==> src/rtl/dmem_access_ctrl.sv <==
// MEM-stage data memory access controller: turns a pipeline load/store into a
// single registered bus transaction, stalling the pipeline until it completes.
module dmem_access_ctrl #(
  parameter int ADDR_W         = 64,
  parameter int DATA_W         = 64,
  parameter int TIMEOUT_CYCLES = 255
) (
  input  logic                clk,
  input  logic                rst,
  input  logic                mem_re,
  input  logic                mem_we,
  input  logic [ADDR_W-1:0]   mem_addr,
  input  logic [DATA_W-1:0]   mem_wdata,
  input  logic [DATA_W/8-1:0] mem_wmask,
  input  logic                flush,
  output logic                mem_stall,
  output logic [DATA_W-1:0]   mem_rdata,
  output logic                rdata_valid,
  output logic                access_fault,
  output logic [ADDR_W-1:0]   fault_addr,
  output logic                bus_req,
  output logic                bus_we,
  output logic [ADDR_W-1:0]   bus_addr,
  output logic [DATA_W-1:0]   bus_wdata,
  output logic [DATA_W/8-1:0] bus_wmask,
  input  logic                bus_ack,
  input  logic                bus_err,
  input  logic [DATA_W-1:0]   bus_rdata
);

  // Bus handshake: bus_req is held with constant fields until bus_ack is seen
  // (bus_err qualifies that ack); bus_req dropping without an ack is an abort.
  typedef enum logic [1:0] {
    IDLE  = 2'd0,
    REQ   = 2'd1,
    DONE  = 2'd2,
    DRAIN = 2'd3
  } state_t;

  localparam logic [7:0] CNT_LAST = 8'(TIMEOUT_CYCLES - 1);

  state_t     state;
  state_t     state_next;
  logic [7:0] cnt;
  logic       err_q;
  logic       req_in;
  logic       timeout_hit;

  assign req_in      = (mem_re | mem_we) & ~flush;
  // The cycle in which the counter would reach the limit, with no ack.
  assign timeout_hit = (cnt == CNT_LAST) & ~bus_ack;

  always_comb begin
    state_next = state;
    case (state)
      IDLE: begin
        if (req_in) state_next = REQ;
      end
      REQ: begin
        if (bus_ack) begin
          state_next = flush ? IDLE : DONE;
        end else if (flush) begin
          state_next = timeout_hit ? IDLE : DRAIN;
        end else if (timeout_hit) begin
          state_next = DONE;
        end
      end
      DONE: begin
        state_next = IDLE;
      end
      DRAIN: begin
        if (bus_ack || timeout_hit) state_next = IDLE;
      end
      default: state_next = IDLE;
    endcase
  end

  always_comb begin
    bus_req      = (state == REQ) || (state == DRAIN);
    mem_stall    = bus_req || ((state == IDLE) && req_in);
    rdata_valid  = (state == DONE) & ~bus_we & ~err_q & ~flush;
    access_fault = (state == DONE) & err_q & ~flush;
  end

  always_ff @(posedge clk) begin
    if (rst) begin
      state      <= IDLE;
      cnt        <= 8'd0;
      err_q      <= 1'b0;
      mem_rdata  <= '0;
      fault_addr <= '0;
      bus_we     <= 1'b0;
      bus_addr   <= '0;
      bus_wdata  <= '0;
      bus_wmask  <= '0;
    end else begin
      state <= state_next;
      case (state)
        IDLE: begin
          if (req_in) begin
            bus_we    <= mem_we;
            bus_addr  <= mem_addr;
            bus_wdata <= mem_wdata;
            bus_wmask <= mem_wmask;
            cnt       <= 8'd0;
            err_q     <= 1'b0;
          end
        end
        REQ: begin
          if (bus_ack) begin
            // A flushed ack is discarded entirely: no data, no fault state.
            if (!flush) begin
              err_q <= bus_err;
              if (!bus_we) mem_rdata <= bus_rdata;
              if (bus_err) fault_addr <= bus_addr;
            end
          end else begin
            cnt <= cnt + 8'd1;
            if (timeout_hit && !flush) begin
              err_q      <= 1'b1;
              fault_addr <= bus_addr;
            end
          end
        end
        DRAIN: begin
          if (!bus_ack) cnt <= cnt + 8'd1;
        end
        default: ;
      endcase
    end
  end

endmodule

==> config.mk <==
export PLATFORM = sky130hd
export DESIGN_NAME = dmem_access_ctrl
export DESIGN_NICKNAME = d
export VERILOG_FILES = /design/src/rtl/dmem_access_ctrl.sv
export SDC_FILE = /design/constraint.sdc
export NUM_CORES = 1
export LEC_CHECK = 0
export ABC_AREA = 0
export CAP_MARGIN = 10
export CORE_AREA = 4 4 183 185
export DETAILED_ROUTE_END_ITERATION = 7
export DIE_AREA = 0 0 187 189
export GPL_ROUTABILITY_DRIVEN = 1
export PLACE_DENSITY = 0.63
export SLEW_MARGIN = 5
export SYNTH_ARGS = -nofsm -noshare
export SYNTH_HDL_FRONTEND = slang
export SYNTH_SLANG_ARGS = --single-unit
==> constraint.sdc <==
create_clock -name clk -period 4.55 [get_ports clk]
set_input_delay 0.91 -clock clk [delete_from_list [all_inputs] [get_ports clk]]
set_output_delay 0.91 -clock clk [all_outputs]
set_load 0.03 [all_outputs]
==> results of run 1 <==
[layout make-up]
| type | instances | area [um^2] | area share, % |
|---|---|---|---|
| diodes | 1 | 2.50 | 0.0153 |
| repair buffers | 486 | 4890 | 29.9 |
| inverters | 2 | 7.51 | 0.0460 |
| clock buffers | 41 | 883 | 5.41 |
| clock inverters | 15 | 161 | 0.988 |
| flip-flops and latches | 276 | 5530 | 33.8 |
| multi-input cells | 853 | 4350 | 26.7 |
| well taps | 408 | 510 | 3.12 |
[synthesized netlist by cell type (2+ instances only)]
cell        n
nand2_1   406
nand2b_1  131
ha_1        2
o31ai_1     2
inv_1       2
clkbuf_1   51
and2_1      2
dfxtp_1   276
a21oi_1   207
nand3_1     2
xor2_1      2
buf_4       8
o21ai_0     2
buf_2      24
buf_12      6
mux2i_1    64
xnor2_1     2
a21oi_2     2
and3_1      2
nor2_1      9
or4_1       2
[worst max path at each step]
stage / startpoint / endpoint / depth (start not counted)
floorplan: mem_we / mem_stall / 4
global placement: mem_we / bus_addr[19] / 7
detailed placement: mem_we / bus_wdata[63] / 7
CTS: flush / mem_stall / 5
global route: flush / mem_stall / 5
finish: flush / mem_stall / 5
[cell families after synthesis]
group                      Yosys count  share of synthesized area, %
xor gates and xnor gates             4                         0.338
buffers and inverters               92                          4.92
DFF                                276                          53.3
adders and majority gates            2                         0.241
and+or+nand+nor                    566                          24.4
AOI/OAI and AO/OA                  217                          10.7
muxes                               64                          6.18
[per-stage QoR]
stage	power (uW)	cell area (um^2)	setup slack (ns)	hold WS, ns	util (%)
after global placement	3480	15300	0.993	0.441	47.7
after detailed placement	3490	15300	0.932	0.445	47.7
after global routing	6210	16300	0.942	0.467	51.0
after floorplan	3050	10400	1.81	0.447	-
final	5960	16300	1.05	0.452	51.0
after CTS	6060	16300	1.04	0.454	51.0
[power by group]
| group | switching, uW | internal, uW |
|---|---|---|
| Combinational | 460 | 398 |
| Sequential | 59.0 | 2510 |
| Clock | 1010 | 1530 |
| Total | 1530 | 4430 |
[critical path: stages]
cell and delay [ns]:
clkdlybuf4s50_1 0.51, nor3_2 0.36, nand2_4 0.08, nand2b_1 0.07, clkdlybuf4s50_1 0.66
[state kept, by name, summed over array words and instances, names as in the netlist]
register and cells:
bus_addr 64, bus_wdata 64, bus_we 1, bus_wmask 8
cnt 8, err_q 1, fault_addr 64, mem_rdata 64
state 2
[placed cells by master (no fill, tap or decap), types with 2 or more instances in the layout]
cell type / n
clkbuf_1: 3
o31ai_1: 2
xor2_1: 2
o21ai_0: 2
bufinv_16: 3
a21oi_1: 207
xnor2_1: 2
inv_1: 2
a21oi_2: 2
clkdlybuf4s50_1: 474
buf_12: 4
and3_1: 2
nand2_1: 405
mux2i_1: 64
nand3_1: 2
clkinvlp_4: 3
clkbuf_16: 31
ha_1: 2
dfxtp_1: 276
clkinv_2: 8
or4_1: 2
nor2_1: 9
clkbuf_8: 8
nand2b_1: 131
buf_4: 7
[metal layers]
layer,vias to the layer above,GRT usage (%),share of wire (%)
met5,-,0,0.037
li1,4797,-,-
met4,2,6.26,3.5
met1,4437,21.9,40
met2,335,32.3,48
met3,66,5.83,8.0
==> flow_metrics.tcl, run 1 <==
set metrics [dict create \
    io_pins 476 \
    cts_htree_levels 1 \
    p_leak_uw 0.00563 \
    worst_clock_skew_ns 0.0112 \
    final_cell_count_no_fill 2082 \
    fp.dieW_um 187 \
    dr.pass1.iters 5 \
    hold_viol_final 0 \
    crit_type "in -> out" \
    netlist-cell-type-count 38 \
    cts_sinks 276 \
    yosys_warnings 0 \
    synth_cells 1221 \
    seq_area_frac_synth_pct 53.3 \
    power-per-cell-area_mw_per_mm2 365 \
    chipHeight_um 189 \
    regToRegSetupSlack_ns 1.91 \
    cts_root_buffer "clkbuf_16" \
    grt_max_degree 155 \
    vdd_drop_max_uv 300 \
    async_flop_share_pct 0 \
    antenna_found_initial 2 \
    slew_violations 0 \
    r2r_cells 6 \
    port_buffers 475 \
    arrival_ns 2.59 \
    post-cts-setup-buffer-count 0 \
    reg2reg_to "bus_addr[37]" \
    critPathCaptureType "output port" \
    min_to "mem_rdata[53]" \
    dr_total_vias 9637 \
    synth_top_area_share_pct 53.3 \
    tightest_slew_ns 0.974 \
    synth_edf_count 0 \
    clkSlewWorstSetupHoldPaths_ns 0.06 \
    max_slew_margin_pct 35.1 \
    syn_area_mm2 0.0104 \
    grt_pass1_vias 9497 \
    fin_nets 1859 \
    hpwlAfterDp_um 24700 \
    start_util_pct 32.4 \
    worstPathRequired_ns 3.64 \
    synth.area.top_cells "dfxtp_1, nand2_1, a21oi_1" \
    synthFlopType "dfxtp_1" \
    holdBufCountCts 0 \
    die_area_mm2 0.0353 \
    hold_depth 2 \
    grt.total_usage_pct 18.6 \
    drc_errors 0 \
    r2r_start "state[0]" \
    drv_cap 0 \
    min_path_type "reg -> reg" \
    place.gp.congestion 0.830 \
    cp-start-kind "input pin" \
    ys_ff_latch 276 \
    status "finished, final reports clean" \
    worstPathMaxFanout 4 \
    fin_crit_sh_pct 76.9 \
    yosys.area.top_type "dfxtp_1" \
    ant_nets 0 \
    tns_ns 0 \
    dp.cells 2025 \
    wl_per_cell_um 16.8 \
    synth_area_per_cell_um2 8.49 \
    core_area_mm2 0.0320 \
    cts_buffers 31 \
    drt-total-wl_um 35100 \
    via_per_inst 4.63 \
    worst_hold_startpoint "mem_rdata[53]" \
    finalCriticalPeriod_ns 3.50 \
    num_rows 66 \
    setup_violations 0 \
    rsz0062_at_grt "no" \
    grt_pass1_wl_um 53700 \
    synth_nets 1430 \
    overflow 0 \
    ctsResizeCount 0 \
    fmax_ghz 0.286 \
    cts_buffer_depth 3 \
    area_growth_pct 57.5 \
    tritoncts "built" \
    drive_above_1_share_pct 4.42 \
    n_fill_cell 3036 \
    drt_iter0_markers 471 \
    clock_latency_ns 0.54 \
]
Power figures use the tool's default switching activity.
==> run 2: changes to the inputs <==
Clock period 4.55 ns to 3.3 ns, I/O delays scaled along.
==> run 2 against run 1 <==
  * Die area stayed put
  * Utilization shrank 0.18 points
  * Non-clock buffer count is 3 higher
  * Sequential power grew 38%
  * Largest cell class unchanged
  * Register-to-register slack got worse by 0.67 ns
==> flow_metrics.tcl, run 2 (synthesis results as in run 1) <==
set metrics [dict create \
    status "finished, final reports clean" \
    num_rows 66 \
    ctsResizeCount 0 \
    drt-total-wl_um 34700 \
    port_buffers 475 \
    hpwlAfterDp_um 24600 \
    io_pins 476 \
    min_path_type "reg -> reg" \
    layout_common_cells "clkdlybuf4s50_1, nand2_1, dfxtp_1, a21oi_1, nand2b_1" \
    tns_ns 0 \
    worst_clock_skew_ns 0.00806 \
    drc_errors 0 \
    cts_root_buffer "clkbuf_16" \
    cts_buffers 31 \
    start_util_pct 32.4 \
    mostFrequentLayoutCell "clkdlybuf4s50_1" \
    die_area_mm2 0.0353 \
    overflow 0 \
    dr.pass1.iters 4 \
    max_stage_delay_ns 0.70 \
    cpLargestDelayFamily "buffers and inverters" \
    finalCriticalPeriod_ns 2.79 \
    ant_nets 0 \
    top_layer_used "met4" \
    place.gp.congestion 0.842 \
    crit_path_cell_trace "clkdlybuf4s50_1 -> nor2_1 -> nand2_1 -> nor3_1 -> clkdlybuf4s50_1" \
    antenna_found_initial 0 \
    multi_input_area_mm2 0.00435 \
    seqCellArea_mm2 0.00553 \
    final_cell_area_mm2 0.0163 \
    chipHeight_um 189 \
    grt_max_degree 121 \
    critPathCaptureType "output port" \
    hold_viol_final 0 \
    cpMaxStageDelayCell "clkdlybuf4s50_1" \
    cts_sinks 276 \
    fin_crit_sh_pct 84.6 \
    vdd_drop_max_uv 394 \
    cts_htree_levels 1 \
    holdBufCountCts 0 \
    grt_pass1_vias 9503 \
    wl_per_cell_um 16.7 \
    dr_wl_met2_um 16900 \
    post-cts-setup-buffer-count 0 \
    grt_pass1_wl_um 53400 \
    arrival_ns 2.13 \
    worstPathRequired_ns 2.64 \
    cts_buffer_depth 3 \
    fin_nets 1862 \
    clock_latency_ns 0.54 \
    crit_type "in -> out" \
    max_slew_margin_pct 42.1 \
    core_area_mm2 0.0320 \
    tightest_slew_ns 0.869 \
    via_per_inst 4.62 \
    worstPathMaxFanout 2 \
    setup_violations 0 \
    area_growth_pct 57.0 \
    fin_hold_ws_ns 0.451 \
    drv_cap 0 \
    cpMostUsedCell "clkdlybuf4s50_1" \
    p_leak_uw 0.00560 \
    fmax_ghz 0.358 \
    wl_met1_um 14200 \
    grt.total_usage_pct 18.4 \
    cp_num_buf_inv 2 \
    place_area_mm2 0.0154 \
    drive_above_1_share_pct 3.90 \
    wl_met3_um 2820 \
    drt_iter0_markers 394 \
    slew_violations 0 \
    fp.dieW_um 187 \
    cp-start-kind "input pin" \
    n_fill_cell 3060 \
    dr_total_vias 9588 \
    n_antenna_cell 0 \
    tritoncts "built" \
    rsz0062_at_grt "no" \
    power-per-cell-area_mw_per_mm2 487 \
    post-route-util_pct 50.8 \
    clkSlewWorstSetupHoldPaths_ns 0.05 \
]
## run 2: cell count changes in the layout (fill, tap and decap cells not counted), sizes merged
cell	change
clkbuf	+2
clkinv	-7
diode	-1
buf	+4
clkdlybuf4s50	-1
bufinv	-2
clkinvlp	-2
## run 2: area by class of cell
class / instances / area share (%)
clock inverter: 4 / 0.292
inverter: 2 / 0.0461
clock buffer: 43 / 5.35
sequential: 276 / 33.9
tap: 408 / 3.14
multi-input combinational: 853 / 26.8
timing repair buffer: 489 / 30.5
## run 2: worst paths after layout
| kind | slack (ns) | depth (start not counted) | from | end |
|---|---|---|---|---|
| min reg2reg | 0.45 | 2 | bus_wdata[40] | bus_wdata[40] |
| max reg2reg | 1.24 | 5 | state[0] | bus_wdata[39] |
| min | 0.45 | 2 | bus_wdata[40] | bus_wdata[40] |
| max | 0.51 | 5 | flush | rdata_valid |
## run 2: per-stage QoR
stage / cells / power (uW) / setup slack (ns)
detailed placement: 2028 / 4820 / 0.530
global placement: 2028 / 4810 / 0.510
floorplan: 1221 / 4200 / 1.06
finish: 2075 / 7930 / 0.508
global route: 2075 / 8260 / 0.391
CTS: 2075 / 8040 / 0.517
## run 2: worst min-delay path, stage by stage (launching register included)
cell and delay [ns]:
dfxtp_1 0.30, nand2_1 0.05, a21oi_1 0.05
## run 2: layer usage
layer	vias up	track usage [%]
met1	4430	22.0
met5	-	0
met4	0	5.20
met3	51	5.86
met2	329	32.0
li1	4778	-
## run 2: report_power, final
group | internal, uW | total (uW) | switching [uW] | leakage (uW)
clock | 1880 | 3190 | 1310 | 0.000448
combinational | 557 | 1190 | 635 | 0.00291
sequential | 3460 | 3540 | 82.1 | 0.00224
==> run 3: changes to the inputs <==
Settings changed: PLACE_DENSITY 0.63 to 0.65.
Clock period 3.3 ns to 2.56 ns, I/O delays scaled along.
==> run 3 against run 2 <==
  * Flip-flop and latch count stayed put
  * Count of clock-buffer cells in the layout up 12
  * Sequential power up 29%
  * First-iteration DRC count is 20% higher
  * Die area stayed put
  * Largest cell class unchanged
==> flow_metrics.tcl, run 3 (synthesis results as in run 1) <==
set metrics [dict create \
    tightest_slew_ns 0.513 \
    die_area_mm2 0.0353 \
    ctsResizeCount 0 \
    io_pins 476 \
    port_buffers 475 \
    place.gp.congestion 0.814 \
    grt.total_usage_pct 18.3 \
    drt_iter0_markers 472 \
    arrival_ns 1.82 \
    cts_sinks 276 \
    hold_viol_final 0 \
    dr_total_vias 9631 \
    power-per-cell-area_mw_per_mm2 655 \
    cpMaxStageDelayCell "clkdlybuf4s50_1" \
    cts_htree_levels 2 \
    cp_num_buf_inv 1 \
    holdBufCountCts 0 \
    overflow 0 \
    vdd_drop_max_uv 548 \
    min_path_type "reg -> reg" \
    mostFrequentLayoutCell "clkdlybuf4s50_1" \
    p_leak_uw 0.00578 \
    start_util_pct 32.4 \
    drt-total-wl_um 34200 \
    crit_path_cell_trace "clkdlybuf4s50_1" \
    fin_crit_sh_pct 91.0 \
    clkSlewWorstSetupHoldPaths_ns 0.06 \
    fmax_ghz 0.429 \
    grt_pass1_vias 9671 \
    setup_violations 0 \
    antenna_found_initial 1 \
    rsz0062_at_grt "no" \
    tritoncts "built" \
    regToRegSetupSlack_ns 0.63 \
    chipHeight_um 189 \
    multi_input_area_mm2 0.00435 \
    critPathCaptureType "output port" \
    num_rows 66 \
    tns_ns 0 \
    wl_per_cell_um 16.3 \
    worstPathMaxFanout 11 \
    core_area_mm2 0.0320 \
    cts_root_buffer "clkbuf_16" \
    cts_buffers 34 \
    drive_above_1_share_pct 5.09 \
    cpLargestDelayFamily "buffers and inverters" \
    seqCellArea_mm2 0.00553 \
    cp-start-kind "flop" \
    ant_nets 0 \
    drc_errors 0 \
    via_per_inst 4.59 \
    fin_nets 1874 \
    worstPathRequired_ns 2.05 \
    max_stage_delay_ns 0.77 \
    worst_clock_skew_ns 0.0188 \
    dr.pass1.iters 5 \
    power_uw 10900 \
    post-cts-setup-buffer-count 0 \
    clock_latency_ns 0.50 \
    max_slew_margin_pct 65.8 \
    finalCriticalPeriod_ns 2.33 \
    fp.dieW_um 187 \
    cts_buffer_depth 3 \
    area_growth_pct 60.0 \
    grt_pass1_wl_um 53400 \
    crit_type "reg -> out" \
    n_antenna_cell 0 \
    grt_max_degree 87 \
    slew_violations 0 \
    status "finished, final reports clean" \
    drv_cap 0 \
    n_fill_cell 2978 \
    hpwlAfterDp_um 24300 \
    layout_common_cells "clkdlybuf4s50_1, nand2_1, dfxtp_1, a21oi_1, nand2b_1" \
]
-- run 3: cell types whose count changed in the layout (fill, tap and decap cells not counted), sizes merged --
cell,change
buf,+11
clkdlybuf4s50,-2
clkinvlp,-1
clkinv,+2
clkbuf,+12
-- run 3: final cells by class --
type                    count  share of cell area, %
well taps                 408                   3.08
inverters                   2                 0.0452
multi-input cells         853                   26.2
flip-flops and latches    276                   33.3
clock buffers              55                   6.47
repair buffers            498                   30.6
clock inverters             5                  0.302
-- run 3: where the power goes --
| group | switching [uW] | total (uW) | leakage [uW] | internal [uW] |
|---|---|---|---|---|
| Sequential | 106 | 4570 | 0.00224 | 4460 |
| Clock | 1800 | 4760 | 0.000555 | 2960 |
| Combinational | 814 | 1550 | 0.00298 | 733 |
| Total | 2720 | 10900 | 0.00578 | 8150 |
-- run 3: worst register-to-register path: stages (launching register included) --
cell,delay (ns)
dfxtp_1,0.35
inv_1,0.07
ha_1,0.13
and3_1,0.20
a21oi_2,0.10
nor4_4,0.28
buf_12,0.26
buf_12,0.22
mux2i_1,0.24
-- run 3: layer usage --
metal  routed length, um  track usage, %  vias up  part of all wire (%)
met5                  11               0        -                 0.032
met4                1310            6.85        2                   3.8
met3                2690            5.94       75                   7.9
met2               16300            31.4      351                    48
met1               13900            21.5     4382                    41
li1                    -               -     4821                     -
-- run 3: per-stage QoR --
stage	instance area [um^2]	cells	hold slack, ns	util, %	setup WS, ns
floorplan	10400	1221	0.447	-	0.612
global placement	15500	2037	0.441	48.3	0.237
detailed placement	15500	2037	0.446	48.3	0.198
CTS	16600	2097	0.454	51.8	0.222
global route	16600	2097	0.467	51.8	0.189
finish	16600	2097	0.451	51.8	0.231
-- run 3: path summary, 6_finish.rpt --
kind | to | depth (start not counted) | start
worst max-delay path | bus_req | 1 | state[0]
worst max register to register | fault_addr[17] | 8 | cnt[0]
worst min-delay path | bus_wdata[38] | 2 | bus_wdata[38]
worst min register to register | bus_wdata[38] | 2 | bus_wdata[38]
